==> src/rtl/layer_argmax_collect.sv <==
// layer_argmax_collect: accepts M signed elements per vector, then presents their
// maximum and the arrival index of its first occurrence.
module layer_argmax_collect #(
    parameter int M     = 8,
    parameter int WIDTH = 16,
    parameter int LOGM  = 3
) (
    input  logic             clk,
    input  logic             reset,
    input  logic             s_valid,
    output logic             s_ready,
    input  logic [WIDTH-1:0] data_in,
    output logic             m_valid,
    input  logic             m_ready,
    output logic [WIDTH-1:0] data_out,
    output logic [LOGM-1:0]  idx_out
);
    typedef enum logic [1:0] {WAKE, COLLECT, OUTPUT} state_t;
    state_t state;
    logic [LOGM-1:0] cnt, idx_r, idx_nxt;
    logic signed [WIDTH-1:0] max_r, max_nxt;
    logic take, last;
    // element 0 always loads; strict > keeps the earliest index on ties
    always_comb begin
        take    = (cnt == '0) || ($signed(data_in) > max_r);
        max_nxt = take ? $signed(data_in) : max_r;
        idx_nxt = take ? cnt : idx_r;
        last    = (cnt == LOGM'(M - 1));
    end
    always_ff @(posedge clk or negedge reset) begin
        if (!reset) begin
            state    <= WAKE;
            cnt      <= '0;
            s_ready  <= 1'b0;
            m_valid  <= 1'b0;
            data_out <= '0;
            idx_out  <= '0;
            max_r    <= '0;
            idx_r    <= '0;
        end else begin
            case (state)
                WAKE: begin
                    state   <= COLLECT;
                    s_ready <= 1'b1;
                end
                COLLECT: if (s_valid && s_ready) begin
                    max_r <= max_nxt;
                    idx_r <= idx_nxt;
                    cnt   <= last ? '0 : cnt + 1'b1;
                    if (last) begin
                        state    <= OUTPUT;
                        s_ready  <= 1'b0;
                        m_valid  <= 1'b1;
                        data_out <= max_nxt;
                        idx_out  <= idx_nxt;
                    end
                end
                OUTPUT: if (m_ready) begin
                    state   <= COLLECT;
                    m_valid <= 1'b0;
                    s_ready <= 1'b1;
                end
                default: begin
                    state   <= WAKE;
                    s_ready <= 1'b0;
                    m_valid <= 1'b0;
                end
            endcase
        end
    end
endmodule

==> config.mk <==
export PLATFORM = sky130hd
export DESIGN_NAME = layer_argmax_collect
export DESIGN_NICKNAME = d
export VERILOG_FILES = /design/src/rtl/layer_argmax_collect.sv
export SDC_FILE = /design/constraint.sdc
export NUM_CORES = 1
export LEC_CHECK = 0
export ABC_AREA = 1
export BUFFER_PORTS_ARGS = -buffer_cell sky130_fd_sc_hd__buf_2
export CAP_MARGIN = 20
export CORE_UTILIZATION = 30
export DETAILED_ROUTE_END_ITERATION = 8
export HOLD_SLACK_MARGIN = 0.15
export PLACE_DENSITY = 0.53
export SETUP_SLACK_MARGIN = 0.2
export SYNTH_ARGS = -nofsm -noshare
export SYNTH_HDL_FRONTEND = slang
export SYNTH_SLANG_ARGS = --single-unit
==> constraint.sdc <==
create_clock -name clk -period 1.9 [get_ports clk]
set_clock_uncertainty 0.15 [all_clocks]
set_input_delay 0.38 -clock clk [delete_from_list [all_inputs] [get_ports clk]]
set_output_delay 0.38 -clock clk [all_outputs]
set_load 0.05 [all_outputs]
# ---- Yosys cells after proc, flatten, opt, wreduce, memory -nomap -nowiden
# Index checks and enable logic that the tools add are counted.
dict set report totals {
  input_bits 20
  out_inout_bits 21
  regBits 45
  word_cells 40
}
dict set report classes {
  n_eq_ne 6
  order_cmp 1
  addsub 1
  reduce_logical 8
  bitwise_logic 1
  mux 15
}
# operator n
set op_table {}
lappend op_table {{$gt 16x16->1} 1}
lappend op_table {{$mux 16} 1}
lappend op_table {{$mux 1} 6}
lappend op_table {{$mux 2} 3}
lappend op_table {{$mux 3} 2}
lappend op_table {{$ne 2x2->1 const B} 3}
lappend op_table {{$pmux 1 s3} 2}
lappend op_table {{$pmux 2 s3} 1}
lappend op_table {{$reduce_and 3->1} 2}
lappend op_table {{$reduce_and 4->1} 1}
lappend op_table {{$add 3x1->3 const B} 1}
lappend op_table {{$eq 3x3->1 const B} 1}
lappend op_table {{$logic_not 3->1} 1}
lappend op_table {{$eq 2x1->1 const B} 1}
lappend op_table {{$eq 2x2->1 const B} 1}
lappend op_table {{$logic_not 2->1} 1}
lappend op_table {{$reduce_and 2->1} 1}
lappend op_table {{$logic_and 1x1->1} 1}
lappend op_table {{$logic_or 1x1->1} 1}
lappend op_table {{$not 1->1} 1}

# ---- Depth between registers and ports, before layout
# Gate-level depths: netlist of the first run.
dict set report depth {
  depth_word 4
  ltp_mapped 18
  mapped_depth_nobuf 17
}

# ---- Worst setup path after synthesis of the first run
# No wires, ideal clock.
dict set report synth_path {
  path_kind {in2reg}
  start {input port data_in[15]}
  end {register data_out[11]}
  setup_slack_ps -94
  path_stages 11
  path_buffers 2
  t_arrival_ps 1726
  required_ps 1632
  setup_time_ps 118
  cell_sequence {ha_1 > a21oi_1 > o21ai_0 > a21oi_1 > nand3_1 > nand3_2 > buf_6 > buf_8 > nand3_1 > nand3_1 > nand2_1}
}
dict set report synth_between {
  elab_chain_len 3
}
# element line
set synth_rtl {}
lappend synth_rtl {{start: declaration} 12} ;# input logic [WIDTH-1:0] data_in,
lappend synth_rtl {{$gt 16x16->1} 25} ;# take = (cnt == '0) || ($signed(data_in) > max_r);
lappend synth_rtl {{$logic_or 1x1->1} 25}
lappend synth_rtl {{$mux 16} 26} ;# max_nxt = take ? $signed(data_in) : max_r;
lappend synth_rtl {{end signal: assignment} 54} ;# data_out <= max_nxt;
lappend synth_rtl {{end: declaration} 15} ;# output logic [WIDTH-1:0] data_out,
# No other way between the ends.
# A chain may end at the register's enable or synchronous reset.

# ---- Worst setup path in the final report of the first run
dict set report layout_path {
  start {register max_r[5]}
  end {register data_out[0]}
}
dict set report layout_between {
  elab_chain_len 3
}
# element line
set layout_rtl {}
lappend layout_rtl {{start: declaration} 21} ;# logic signed [WIDTH-1:0] max_r, max_nxt;
lappend layout_rtl {{start signal: assignment} 47} ;# max_r <= max_nxt;
lappend layout_rtl {{$gt 16x16->1} 25}
lappend layout_rtl {{$logic_or 1x1->1} 25}
lappend layout_rtl {{$mux 16} 26}
# No other way between the ends.

==> results.cfg, run 1 <==
[worst_hold_path]
hold_class = in2reg
min-delay-start = m_ready
hold_depth = 4
min_to = state[1]

[clock_tree]
clk_latency_ns = 0.30
cts_buffers = 5
h-tree-depth = 2
clock-root-buffer = clkbuf_8
cts_tree = done
cts.path.max_buffers = 2
clk_pin_slew_ns = 0.09
cts.sinks = 44

[timing]
max_clock_freq_mhz = 462
fin_crit_sh_pct = 114
worst_slew_pin_slew_ns = 0.486
min_period_ns = 2.16
slew_headroom_pct = 67.6
hold_slack_ns = 0.204
setup_viol = 38
grt_setup_unrepaired = yes
hold_viol_final = 0
maxSlewViolCount = 0
tns_ns = -8.87
layout_setup_ws_ns = -0.264

[flow_run]
maxCapViolCount = 0

[grt]
grt_use_met2_pct = 26.5
grt_pass1_wl_um = 10700
antenna_found_initial = 0
gr-max-usage-layer = met2
grt_max_degree = 27
grt.overflow.total = 0
grt_pass1_vias = 2239
met3_usage_pct = 2.51
use_met1_pct = 21.2
grt_util_all_layers_pct = 15.9

[floorplanning]
start_util_pct = 30.9
rows = 33
die_w_um = 94.0
coreArea_um2 = 8220
die_h_um = 94.0
die_area_um2 = 8840
ios = 41

[synthesis]
netlist_instances = 332
synth.ff_latch_count = 44
ys_types = 18
yosysSeqAreaShare_pct = 43.3
syn_area_um2 = 2540
synth_top_cells_by_area = dfrtp_1 (43%), nand2_1 (18%), nand3_1 (11%), ha_1 (9.4%), inv_1 (6.9%)
synth_top_area_share_pct = 43.3
syn-num-nets = 371
synth_top_cell_by_area = dfrtp_1
ys_warn_count = 0
synth.avg_cell_area_um2 = 7.65

[setup_path]
crit_chain = inv_2 > ha_4 > a21oi_2 > nor2_1 > nor2_1 > nand2_1 > nand2_2 > nand2_2 > nand2_2 > nand3_4 > nand2_4 > buf_12 > nand2_2 > nand3_2 > nand2_1
crit_required_ns = 1.94
worst-path-buf-inv = 2
critPathCaptureType = register
critPathTopFamily = simple AND/OR/NAND/NOR gates
ff2ff_setup_slack_ns = -0.26
crit_top_cell = nand2_2
cpPeakStageDelay_ns = 0.41
path_class = reg2reg
regToRegStartpoint = max_r[5]
critPathLaunchType = register
ff2ff_path_depth = 15
crit_cells = 15
slowest_stage = dfrtp_1
cp_data_arrival_time_ns = 2.21
regToRegEndpoint = data_out[0]
cp_max_fo = 7

[power_and_ir_drop]
max-vdd-ir-drop_uv = 754
power_per_cell_area_nw_per_um2 = 1850
p_leak_nw = 2.00

[cells_and_area]
diodes = 0
layout_common_cells = nand2_1 (99), nand3_2 (47), dfrtp_1 (44)
final_area_um2 = 3710
fin_util_pct = 45.2
final_common_cell = nand2_1
fin_nets = 447
syn2layout_area_growth_pct = 46.2
drive_gt1_share_pct = 43.3

[routing]
drt_iter0_markers = 61
totalWireLength_um = 6720
num_vias = 2329
vias_per_cell = 4.53
wl_per_cell_um = 13.1
antenna_left = 0
drc = 0
dr.pass1.iters = 4

[placed_design]
place_area_um2 = 3240
place_congestion = 0.739
hpwlAfterDp_um = 4730
port-buffer-count = 40

[outcome]
status = finished, violations left
violations = negative setup slack
## state kept, by name, indices dropped and copies added, names as in the netlist
| name | count |
|---|---|
| cnt | 3 |
| data_out | 16 |
| idx_out | 3 |
| idx_r | 3 |
| m_valid | 1 |
| max_r | 16 |
| state | 2 |
## layer usage
layer | wire length (um) | vias up
met1 | 3200 | 1105
li1 | - | 1190
met5 | 0 | -
met2 | 3280 | 28
met4 | 78 | 0
met3 | 158 | 6
## synthesized netlist by cell type
| master | instances |
|---|---|
| a21o_1 | 1 |
| a21oi_1 | 6 |
| a31oi_1 | 1 |
| buf_2 | 1 |
| buf_6 | 6 |
| buf_8 | 1 |
| clkbuf_1 | 5 |
| dfrtp_1 | 44 |
| ha_1 | 19 |
| inv_1 | 47 |
| nand2_1 | 123 |
| nand2_2 | 1 |
| nand3_1 | 55 |
| nand3_2 | 5 |
| nand4_1 | 2 |
| nor2_1 | 9 |
| nor3_2 | 1 |
| o21ai_0 | 5 |
## where the power goes
group	switching, mW	internal [mW]
sequential	0.238	1.37
combinational	2.86	1.77
clock	0.337	0.298
total	3.43	3.44
## logic make-up after synthesis
logic type	Yosys count	synth area share, %
compound gates	13	2.71
fa+ha+maj	19	9.36
flops	44	43.3
buf+inv	60	11.1
simple gates	196	33.4
## what timing repair did
action,CTS,global route
hold buffers,1,0
pin swaps,20,32
endpoints found under the hold margin,18,0
endpoints found under the setup margin,38,40
buffers inserted,4,1
resized for setup,30,47
## worst max path at each step
stage                start           end  slack [ns]
6_report          max_r[5]   data_out[0]       -0.26
3_5_place_dp   data_in[10]    idx_out[1]       -0.41
3_3_place_gp   data_in[10]    idx_out[1]       -0.39
5_1_grt           max_r[5]      max_r[0]       -0.40
2_1_floorplan    max_r[10]  data_out[10]       -0.07
4_1_cts          max_r[10]     max_r[10]       -0.23
## worst register-to-register path, cell delays in order (launching register included)
cell     delay, ns
dfrtp_1       0.41
inv_2         0.09
ha_4          0.20
a21oi_2       0.12
nor2_1        0.05
nor2_1        0.14
nand2_1       0.08
nand2_2       0.09
nand2_2       0.06
nand2_2       0.09
nand3_4       0.10
nand2_4       0.14
buf_12        0.15
nand2_2       0.07
nand3_2       0.06
nand2_1       0.05
## metrics by stage
step	setup WS (ns)	power [mW]	cells
4_1_cts	-0.226	6.50	513
2_1_floorplan	-0.0707	4.33	332
3_3_place_gp	-0.387	5.50	500
6_report	-0.264	6.87	514
5_1_grt	-0.401	7.44	514
3_5_place_dp	-0.408	5.56	500
## layout make-up
| cell class | instances | area, um^2 |
|---|---|---|
| Tap cell | 105 | 131 |
| Inverter | 47 | 176 |
| Timing Repair Buffer | 82 | 592 |
| Fill cell | 794 | 4500 |
| Clock buffer | 8 | 90.1 |
| Multi-Input combinational cell | 228 | 1620 |
| Sequential cell | 44 | 1100 |
No activity file was read; power rests on OpenSTA's default activity.
==> inputs of run 2 (changes only) <==
==> constraint.sdc (replaced) <==
create_clock -name clk -period 1.9 [get_ports clk]
set_clock_uncertainty 0.15 [all_clocks]
set_input_delay 0.095 -clock clk [delete_from_list [all_inputs] [get_ports clk]]
set_output_delay 0.095 -clock clk [all_outputs]
set_load 0.05 [all_outputs]
==> run 2 against run 1 <==
  * The flow still finishes with violations (negative setup slack)
  * Sequential power is essentially flat
  * Utilization is 2.7 points lower
  * Critical path type unchanged
  * Total power is 11% lower
==> results.cfg, run 2 (synthesis results as in run 1) <==
[setup_path]
slowest_stage = dfrtp_1
critPathCaptureType = register
cp_data_arrival_time_ns = 2.16
path_class = reg2reg
crit_chain = inv_2 > ha_4 > nand4_1 > nor3_2 > nand2_2 > nand2_1 > nand2_2 > nand3_4 > buf_6 > nand3_1 > nand3_1 > nand2_1
crit_required_ns = 1.94
cp_max_fo = 6
worst-path-buf-inv = 2
critPathLaunchType = register
critPathTopFamily = simple AND/OR/NAND/NOR gates
cpPeakStageDelay_ns = 0.37

[routing]
num_vias = 2322
totalWireLength_um = 6550
drc = 0
drt_iter0_markers = 78
vias_per_cell = 4.47
wl_per_cell_um = 12.6
dr.pass1.iters = 4
antenna_left = 0

[clock_tree]
clock-root-buffer = clkbuf_8
cts_tree = done
clk_pin_slew_ns = 0.09
cts.sinks = 44
clk_latency_ns = 0.30
h-tree-depth = 2
cts.path.max_buffers = 2
cts_buffers = 5

[timing]
setup_viol = 38
tns_ns = -6.25
maxSlewViolCount = 0
min_period_ns = 2.11
max_clock_freq_mhz = 473
layout_setup_ws_ns = -0.213
grt_setup_unrepaired = yes
hold_viol_final = 0
worst_slew_pin_slew_ns = 0.589
slew_headroom_pct = 60.7
fin_crit_sh_pct = 111
hold_slack_ns = 0.176

[outcome]
status = finished, violations left
violations = negative setup slack

[floorplanning]
die_h_um = 94.0
die_w_um = 94.0
coreArea_um2 = 8220
die_area_um2 = 8840
rows = 33
ios = 41
start_util_pct = 30.9

[worst_hold_path]
hold_class = in2async

[power_and_ir_drop]
max-vdd-ir-drop_uv = 732
pwr-share-comb_pct = 63.5
pwr-share-seq_pct = 26.2
power_per_cell_area_nw_per_um2 = 1760
p_int_mw = 3.11
p_switching_mw = 3.02
swShare_pct = 49.3
p_leak_nw = 1.91
p_clk_share_pct = 10.3

[cells_and_area]
diodes = 0
fin_util_pct = 42.5
layout_common_cells = nand2_1 (113), nand3_1 (45), dfrtp_1 (44)
syn2layout_area_growth_pct = 37.3
final_area_um2 = 3490
reg_top3 = data_out (16), max_r (16)
fin_nets = 453
final_common_cell = nand2_1
drive_gt1_share_pct = 27.7

[placed_design]
place_area_um2 = 3010
place_congestion = 0.782
post-place-ws_ns = -0.225
hpwlAfterDp_um = 4510
port-buffer-count = 40

[grt]
grt_pass1_vias = 2351
grt_max_degree = 25
grt_util_all_layers_pct = 15.9
antenna_found_initial = 0
grt.overflow.total = 0
grt_pass1_wl_um = 10900

[flow_run]
maxCapViolCount = 0
-- run 2: changes by cell type in the layout (fill, tap and decap cells not counted), moves of 2 or more --
cell / delta
buf_12: -2
buf_4: -11
dlygate4sd3_1: +18
inv_1: +2
inv_2: -2
nand2_1: +14
nand2_4: -15
nand3_1: +33
nand3_2: -33
-- run 2: final cells by class --
| type | count | area, um^2 |
|---|---|---|
| Fill cell | 823 | 4730 |
| Multi-Input combinational cell | 228 | 1330 |
| Sequential cell | 44 | 1100 |
| Timing Repair Buffer | 88 | 661 |
| Inverter | 47 | 176 |
| Tap cell | 105 | 131 |
| Clock buffer | 7 | 86.3 |
| Clock inverter | 1 | 7.51 |
-- run 2: power by group through the flow --
stage / Sequential [mW] / Combinational, mW / Clock, mW
after floorplan: 2.28 / 1.81 / 0
after global placement: 1.60 / 3.48 / 0
after detailed placement: 1.61 / 3.52 / 0
after CTS: 1.60 / 3.73 / 0.659
after global routing: 1.66 / 4.33 / 0.690
final: 1.60 / 3.89 / 0.633
-- run 2: path summary, 6_finish.rpt --
path,from,slack [ns],depth (start not counted),to
min,reset,0.18,2,data_out[11]
min reg2reg,data_out[13],0.33,2,data_out[13]
min in group clk,data_out[13],0.33,2,data_out[13]
max in group asynchronous,reset,0.90,3,max_r[11]
max reg2reg,max_r[9],-0.21,12,max_r[11]
max,max_r[9],-0.21,12,max_r[11]
-- run 2: metrics by stage --
stage	instances	total power, mW
finish	520	6.13
global route	520	6.68
CTS	517	5.98
detailed placement	490	5.13
global placement	490	5.08
floorplan	332	4.08
-- run 2: worst register-to-register path: cells and delay by family (launching register included) --
| family | cells | cell delay (ns) |
|---|---|---|
| adders and majority gates | 1 | 0.27 |
| buffers and inverters | 2 | 0.21 |
| DFF | 1 | 0.37 |
| and+or+nand+nor | 9 | 1.03 |
-- run 2: per-layer routing --
metal	vias to the layer above	wire length (um)	share of wire [%]	track usage, %
met1	1093	3070	47	19.8
li1	1203	-	-	-
met2	21	3290	50	28.5
met4	0	65	0.99	4.62
met5	-	0	0	0
met3	5	119	1.8	2.35
-- run 2: timing repair --
action | in CTS | in global routing
resized for setup | 16 | 20
setup endpoints to repair | 38 | 39
buffers inserted | 0 | 3
hold endpoints to repair | 79 | 0
hold buffers | 19 | 0
pin swaps | 5 | 4
==> inputs of run 3 (changes only) <==
REMOVE_ABC_BUFFERS = 1   (was unset)
==> run 3 against run 2 <==
  * The run still ends with negative setup slack left
  * Cell area rose by 8.8%
  * Final cell count grew 1.9%
  * Global-route usage increased by 0.82 points
  * Utilization up 3.7 points
  * Non-clock buffer count increased by 10
  * Sequential power hardly changed
  * Combinational power increased by 17%
  * Total power grew 13%
  * Sequential share of layout area shrank 2.6 points
  * Wire length is 5.3% higher
  * Register-to-register slack worse by 0.09 ns
  * First-iteration DRC count is 31% higher
  * Critical endpoint is now max_r[13]
==> results.cfg, run 3 (synthesis results as in run 1) <==
[outcome]
status = finished, violations left
violations = negative setup slack

[routing]
drc = 0
num_vias = 2443
totalWireLength_um = 6900
wl_per_cell_um = 13.0
vias_per_cell = 4.61
dr.pass1.iters = 4
drt_iter0_markers = 102
antenna_left = 0

[setup_path]
critPathLaunchType = register
crit_chain = inv_2 > ha_4 > nand4_1 > nor3_4 > nand2_2 > nand2_1 > nand2_2 > nand3_4 > nand2_4 > clkbuf_16 > nand2_2 > nand3_1 > nand2_1
slowest_stage = dfrtp_1
critPathTopFamily = simple AND/OR/NAND/NOR gates
cp_data_arrival_time_ns = 2.29
crit_top_cell = nand2_2
cp_max_fo = 6
crit_required_ns = 1.99
path_class = reg2reg
worst-path-buf-inv = 2
cpPeakStageDelay_ns = 0.37
critPathCaptureType = register

[grt]
grt_max_degree = 45
grt_util_all_layers_pct = 16.8
met3_usage_pct = 2.91
grt_pass1_wl_um = 11400
gr-max-usage-layer = met2
use_met1_pct = 22.6
grt_use_met2_pct = 27.9
antenna_found_initial = 0
grt.overflow.total = 0
grt_pass1_vias = 2374

[cells_and_area]
syn2layout_area_growth_pct = 49.5
diodes = 0
reg_top3 = data_out (16), max_r (16)
fin_nets = 463
instances_no_fill = 530
drive_gt1_share_pct = 39.8
layout_common_cells = nand2_1 (97), dfrtp_1 (44), buf_2 (40)
final_common_cell = nand2_1

[timing]
tns_ns = -10.23
layout_setup_ws_ns = -0.301
grt_setup_unrepaired = yes
fin_crit_sh_pct = 116
hold_slack_ns = 0.260
max_clock_freq_mhz = 454
worst_slew_pin_slew_ns = 0.603
min_period_ns = 2.20
hold_viol_final = 0
maxSlewViolCount = 0
slew_headroom_pct = 59.8
setup_viol = 38

[power_and_ir_drop]
p_leak_nw = 2.01
power.total_mw = 6.90
power_per_cell_area_nw_per_um2 = 1820
max-vdd-ir-drop_uv = 969

[placed_design]
hpwlAfterDp_um = 4310
post-place-ws_ns = -0.257
place_congestion = 0.768
dp_cells = 496
port-buffer-count = 40

[floorplanning]
start_util_pct = 30.9
die_w_um = 94.0
die_area_um2 = 8840
coreArea_um2 = 8220
ios = 41
rows = 33
die_h_um = 94.0

[clock_tree]
cts_tree = done
clock-root-buffer = clkbuf_8
clk_latency_ns = 0.30
h-tree-depth = 2
cts.sinks = 44
clk_pin_slew_ns = 0.09
cts.path.max_buffers = 2
cts_buffers = 5

[flow_run]
maxCapViolCount = 0

[worst_hold_path]
hold_class = in2async
==> run 3: changes by cell type in the layout (fill, tap and decap cells not counted), moves of 5 or more <==
cell / delta
buf_4: +11
inv_1: -6
inv_2: +6
nand2_1: -16
nand2_2: +11
nand2_4: +5
nand3_1: -13
nand3_2: +13
==> run 3: final cells by class <==
type                    count  area, um^2
inverters                  47         176
flip-flops and latches     44        1100
clock inverters             2        35.0
fillers                   852        4420
multi-input cells         228        1530
clock buffers               6        72.6
well taps                 105         131
repair buffers             98         753
==> run 3: per-stage QoR <==
step | utilization, % | cell area (um^2)
2_1_floorplan | - | 2430
4_1_cts | 42.4 | 3490
5_1_grt | 46.2 | 3800
3_5_place_dp | 36.9 | 3030
3_3_place_gp | 36.9 | 3030
6_report | 46.2 | 3800
==> run 3: final timing paths <==
check / startpoint / to / slack (ns) / cells past startpoint
max in group asynchronous: reset / idx_out[2] / 0.92 / 3
min in group clk: data_out[6] / data_out[6] / 0.32 / 2
setup reg to reg: max_r[11] / max_r[13] / -0.30 / 13
hold reg to reg: data_out[6] / data_out[6] / 0.32 / 2
setup / recovery: max_r[11] / max_r[13] / -0.30 / 13
hold / removal: reset / data_out[7] / 0.26 / 3
==> run 3: repair_timing <==
| action | in CTS | in global routing |
|---|---|---|
| hold buffers | 19 | 0 |
| endpoints found under the hold margin | 79 | 0 |
| cloned | 1 | 1 |
| gates resized for setup | 26 | 63 |
| buffers inserted | 1 | 4 |
| pin swaps | 2 | 13 |
| setup endpoints to repair | 38 | 38 |
==> run 3: layer usage <==
layer / wire [um] / vias to the layer above / part of all wire [%]
met2: 3190 / 47 / 46
met5: 0 / - / 0
met4: 81 / 0 / 1.2
li1: - / 1229 / -
met3: 307 / 9 / 4.4
met1: 3320 / 1158 / 48
==> run 3: worst register-to-register path, cell delays in order (launching register included) <==
cell,delay [ns]
dfrtp_1,0.37
inv_2,0.06
ha_4,0.28
nand4_1,0.16
nor3_4,0.24
nand2_2,0.10
nand2_1,0.09
nand2_2,0.08
nand3_4,0.12
nand2_4,0.10
clkbuf_16,0.18
nand2_2,0.07
nand3_1,0.07
nand2_1,0.07
==> run 3: report_power, final <==
part	switching, mW	internal, mW	total [mW]
registers	0.240	1.37	1.61
logic	2.75	1.82	4.57
clock network	0.333	0.391	0.724
